`src/rtl/cpu_pkg.sv`:
```
// cpu_pkg: opcodes, sequencer states and control-strobe bundle shared by the core
package cpu_pkg;
    localparam int OPW    = 3;
    localparam int STATEW = 4;

    localparam logic [OPW-1:0] HLT  = 3'b000;
    localparam logic [OPW-1:0] SKZ  = 3'b001;
    localparam logic [OPW-1:0] ADD  = 3'b010;
    localparam logic [OPW-1:0] ANDD = 3'b011;
    localparam logic [OPW-1:0] XORR = 3'b100;
    localparam logic [OPW-1:0] LDA  = 3'b101;
    localparam logic [OPW-1:0] STO  = 3'b110;
    localparam logic [OPW-1:0] JMP  = 3'b111;

    typedef enum logic [STATEW-1:0] {IDLE, HALT, S0, S1, S2, S3, S4, S5, S6, S7} state_t;

    typedef struct packed {
        logic rd;
        logic wr;
        logic load_ir;
        logic inc_pc;
        logic load_pc;
        logic load_acc;
        logic alu_ena;
        logic datactl_ena;
        logic halt;
    } ctl_t;

    function automatic logic is_alu(input logic [OPW-1:0] op);
        return op inside {ADD, ANDD, XORR, LDA};
    endfunction
endpackage

```
`src/rtl/machine_seq.sv`:
```
// machine_seq: 8-phase instruction-cycle sequencer with registered control strobes.
// Define SEQ_INSTR_CNT_EN to add the saturating instr_cnt output.
module machine_seq
    import cpu_pkg::*;
(
    input  logic           clk,
    input  logic           rst_n,
    input  logic           ena,
    input  logic [OPW-1:0] opcode,
    input  logic           zero,
    output logic           rd,
    output logic           wr,
    output logic           load_ir,
    output logic           inc_pc,
    output logic           load_pc,
    output logic           load_acc,
    output logic           alu_ena,
    output logic           datactl_ena,
    output logic           halt
`ifdef SEQ_INSTR_CNT_EN
    ,output logic [15:0]   instr_cnt
`endif
);
    state_t state_q, state_d;
    ctl_t   ctl_q, ctl_d;

    always_comb begin
        state_d = IDLE;
        case (state_q)
            IDLE:    state_d = S0;
            HALT:    state_d = HALT;
            S0:      state_d = S1;
            S1:      state_d = S2;
            S2:      state_d = S3;
            S3:      state_d = (opcode == HLT) ? HALT : S4;
            S4:      state_d = S5;
            S5:      state_d = S6;
            S6:      state_d = S7;
            S7:      state_d = S0;
            default: state_d = IDLE;
        endcase
        if (!ena)
            state_d = IDLE;
        // strobes are decoded from the state being entered so they line up with it
        ctl_d = '0;
        case (state_d)
            S0: begin
                ctl_d.rd      = 1'b1;
                ctl_d.load_ir = 1'b1;
            end
            S1: begin
                ctl_d.rd      = 1'b1;
                ctl_d.load_ir = 1'b1;
                ctl_d.inc_pc  = 1'b1;
            end
            S3: begin
                ctl_d.halt   = (opcode == HLT);
                ctl_d.inc_pc = (opcode != HLT);
            end
            S4: begin
                ctl_d.rd          = is_alu(opcode);
                ctl_d.alu_ena     = is_alu(opcode);
                ctl_d.datactl_ena = (opcode == STO);
                ctl_d.load_pc     = (opcode == JMP);
                ctl_d.inc_pc      = (opcode == SKZ) && zero;
            end
            S5: begin
                ctl_d.rd          = is_alu(opcode);
                ctl_d.load_acc    = is_alu(opcode);
                ctl_d.wr          = (opcode == STO);
                ctl_d.datactl_ena = (opcode == STO);
                ctl_d.load_pc     = (opcode == JMP);
            end
            S6: begin
                ctl_d.datactl_ena = (opcode == STO);
                ctl_d.inc_pc      = (opcode == SKZ) && zero;
            end
            HALT:    ctl_d.halt = 1'b1;
            default: ctl_d = '0;
        endcase
    end

    always_ff @(posedge clk or negedge rst_n) begin
        if (!rst_n) begin
            state_q <= IDLE;
            ctl_q   <= '0;
        end else begin
            state_q <= state_d;
            ctl_q   <= ctl_d;
        end
    end

    assign rd          = ctl_q.rd;
    assign wr          = ctl_q.wr;
    assign load_ir     = ctl_q.load_ir;
    assign inc_pc      = ctl_q.inc_pc;
    assign load_pc     = ctl_q.load_pc;
    assign load_acc    = ctl_q.load_acc;
    assign alu_ena     = ctl_q.alu_ena;
    assign datactl_ena = ctl_q.datactl_ena;
    assign halt        = ctl_q.halt;

`ifdef SEQ_INSTR_CNT_EN
    logic [15:0] cnt_q, cnt_d;

    // S7 only ever leaves to S0 or IDLE, so every exit from S7 completes an instruction
    always_comb cnt_d = (state_q == S7 && cnt_q != 16'hFFFF) ? cnt_q + 16'd1 : cnt_q;

    always_ff @(posedge clk or negedge rst_n) begin
        if (!rst_n)
            cnt_q <= '0;
        else
            cnt_q <= cnt_d;
    end

    assign instr_cnt = cnt_q;
`endif
endmodule

```
`config.mk`:
```
export PLATFORM = sky130hd
export DESIGN_NAME = machine_seq
export DESIGN_NICKNAME = d
export VERILOG_FILES = /design/src/rtl/cpu_pkg.sv /design/src/rtl/machine_seq.sv
export SDC_FILE = /design/constraint.sdc
export NUM_CORES = 1
export LEC_CHECK = 0
export ABC_AREA = 1
export CORE_UTILIZATION = 35
export CTS_BUF_LIST = sky130_fd_sc_hd__clkbuf_16
export DETAILED_ROUTE_END_ITERATION = 8
export GPL_TIMING_DRIVEN = 0
export HOLD_SLACK_MARGIN = 0.15
export PLACE_DENSITY = 0.6
export SLEW_MARGIN = 20
export SYNTH_ARGS = -nofsm -noshare
export SYNTH_HDL_FRONTEND = slang
export SYNTH_SLANG_ARGS = --single-unit
```
`constraint.sdc`:
```
create_clock -name clk -period 1.89 [get_ports clk]
set_input_delay 0.189 -clock clk [delete_from_list [all_inputs] [get_ports clk]]
set_output_delay 0.189 -clock clk [all_outputs]
set_load 0.005 [all_outputs]
```
==> out/qor.yml <==
die-area_um2: 2226
die_y_um: 47.18
vias: 636
hp-class: "primary input to async pin"
synth_largest_area_cell: "dfrtp_1"
p_sw_share_pct: 32.28
ctsHtreeMaxLevel: 1
wirelength_um: 1404
post_route_cells_drive_above_1_share_pct: 21.05
power_density_nw_per_um2: 1189
cts_tree: "done"
clock_path_buffers: 2
crit_arrival_ns: 1.57
synthTopCellsByArea: "dfrtp_1, nand2_1, nor2_1"
layout.cells.non_filler: 139
fmax_mhz: 691.3
final_antenna_net_count: 0
slew_headroom_pct: 62.88
cts_root_buf: "clkbuf_16"
overflow: 0
synthDistinctLibCells: 17
holdBufCountCts: 0
slew_viol_final: 0
fin_crit_ns: 1.447
netlist_area_um2: 714.4
fp.coreArea_um2: 1821
crit_path_start_kind: "flop"
clock_latency_ns: 0.24
pwr-share-seq_pct: 32.4
start_util_pct: 39.24
synthArstFlopShare_pct: 100.0
drc: 0
switching_power_mw: 0.3740
cts_buffers: 3
die_w_um: 47.18
io-pin-count: 16
synth_common_cells: "nand2_1, nor2_1, dfrtp_1, inv_1, nand3_1"
skew_ns: 0.001292
synth_edf_count: 0
synth_top_cell_area_share_pct: 45.53
place_area_um2: 895.9
finalSetupViolCount: 0
combPwrFrac_pct: 34.7
cts.sinks: 13
finalHoldViolations: 0
cts.reportedPaths.clkPinSlew_ns: 0.04
area_delta_synth_final_pct: 36.43
cell_internal_pwr_mw: 0.7845
dp.cells: 135
fin_nets: 122
firstDrtPassIters: 4
status: "finished, final reports clean"
final_area_um2: 974.7
final.setup.tns_ns: 0
crit_required_ns: 2.01
synthCells: 95
finalCritPeriodShare_pct: 76.53
post-dp-hpwl_um: 1142
routabilityCongestion: 0.8373
first_global_vias: 566
cap_violations: 0
end_kind: "flop"
grt_pass1_wl_um: 2352
fillers: 190
post_drt_wl_per_cell_um: 10.10
synth_flop_cell: "dfrtp_1"
synth.avg_cell_area_um2: 7.520
antenna_found_initial: 0
syn-num-nets: 102
grt_max_degree: 14
path_class: "flop to flop"
post_cts_buffers: 0
port_buffers: 15
holdWs_ns: 0.3156
final_util_pct: 53.54
yosys_warnings: 0
viasPerCell: 4.576
antennaDiodeCount: 0
pwr-share-clk_pct: 32.9
tightest_slew_ns: 0.5550
cts_resized: 0
synth_seq_area_share_pct: 45.53
yosysMostFrequentCell: "nand2_1"
grt_use_total_pct: 15.53
power_leakage_nw: 0.4804
vdd_ir_drop_max_v: 0.0007991
rsz0062_at_grt: "false"
drtIter0Drc: 7
ys_seq_elements: 13
critPathMaxFanout: 6
num_rows: 15
placed cells by master (no fill, tap or decap), drive strengths merged:
cell / count
nor3: 2
clkdlybuf4s50: 15
clkbuf: 3
nor2: 23
nand2: 27
dfrtp: 13
a21oi: 3
inv: 15
nand3: 10
o21ai: 2
and2: 1
registers in the layout, indices dropped and copies added, names as in the netlist:
| signal | count |
|---|---|
| state_q | 4 |
| alu_ena | 1 |
| halt | 1 |
| inc_pc | 1 |
| rd | 1 |
| load_acc | 1 |
| load_pc | 1 |
| wr | 1 |
| datactl_ena | 1 |
| load_ir | 1 |
layer usage:
layer / track usage, % / vias to the layer above / part of all wire, %
met1: 20.67 / 291 / 48
met3: 5.769 / 2 / 3.6
met4: 3.429 / 0 / 0.43
met5: 0 / - / 0
li1: - / 329 / -
met2: 24.17 / 14 / 48
worst max-delay path, stage by stage (launching register included):
cell	delay, ns
dfrtp_1	0.44
inv_2	0.10
nand2_1	0.08
nor2_1	0.16
nor2_1	0.09
nand3_2	0.08
nand2_1	0.11
nand2_1	0.12
nand2_1	0.06
nand2_1	0.05
nand2_1	0.05
through the flow:
| stage | power, mW | worst slack (ns) |
|---|---|---|
| 5_1_grt | 1.244 | 0.3033 |
| 3_5_place_dp | 0.7817 | 0.2056 |
| 4_1_cts | 1.172 | 0.4525 |
| 2_1_floorplan | 0.6329 | 0.6303 |
| 6_report | 1.159 | 0.4435 |
| 3_3_place_gp | 0.7734 | 0.2373 |
power by group through the flow:
stage	Clock (mW)	Sequential, mW	Combinational (mW)
finish	0.381	0.376	0.402
global placement	0	0.378	0.395
CTS	0.394	0.375	0.404
floorplan	0	0.376	0.257
detailed placement	0	0.379	0.403
global route	0.405	0.382	0.457
layout make-up:
cell class	count	area [um2]	share of cell area (%)
Multi-Input combinational cell	68	336.6	34.53
Sequential cell	13	325.3	33.38
Timing Repair Buffer	15	150.1	15.40
Clock buffer	3	75.07	7.702
Inverter	14	52.55	5.392
Tap cell	25	31.28	3.209
Clock inverter	1	3.754	0.3851
kinds of logic (layout without fill, tap and decap cells):
family,count (synthesis),in the layout,share of synthesized area (%)
AO/OA/AOI/OAI,5,5,4.553
flip-flops,13,13,45.53
buffers and inverters,14,33,7.355
AND/OR/NAND/NOR,63,63,42.56
path summary, 6_finish.rpt:
| check | start | end | slack [ns] | depth (start not counted) |
|---|---|---|---|---|
| min reg2reg | state_q[0] | state_q[3] | 0.84 | 4 |
| max | state_q[2] | inc_pc | 0.44 | 10 |
| min in group clk | zero | inc_pc | 0.61 | 5 |
| max in group asynchronous | rst_n | wr | 1.21 | 1 |
| min | rst_n | state_q[1] | 0.32 | 1 |
| max reg2reg | state_q[2] | inc_pc | 0.44 | 10 |
Power figures use the tool's default switching activity.
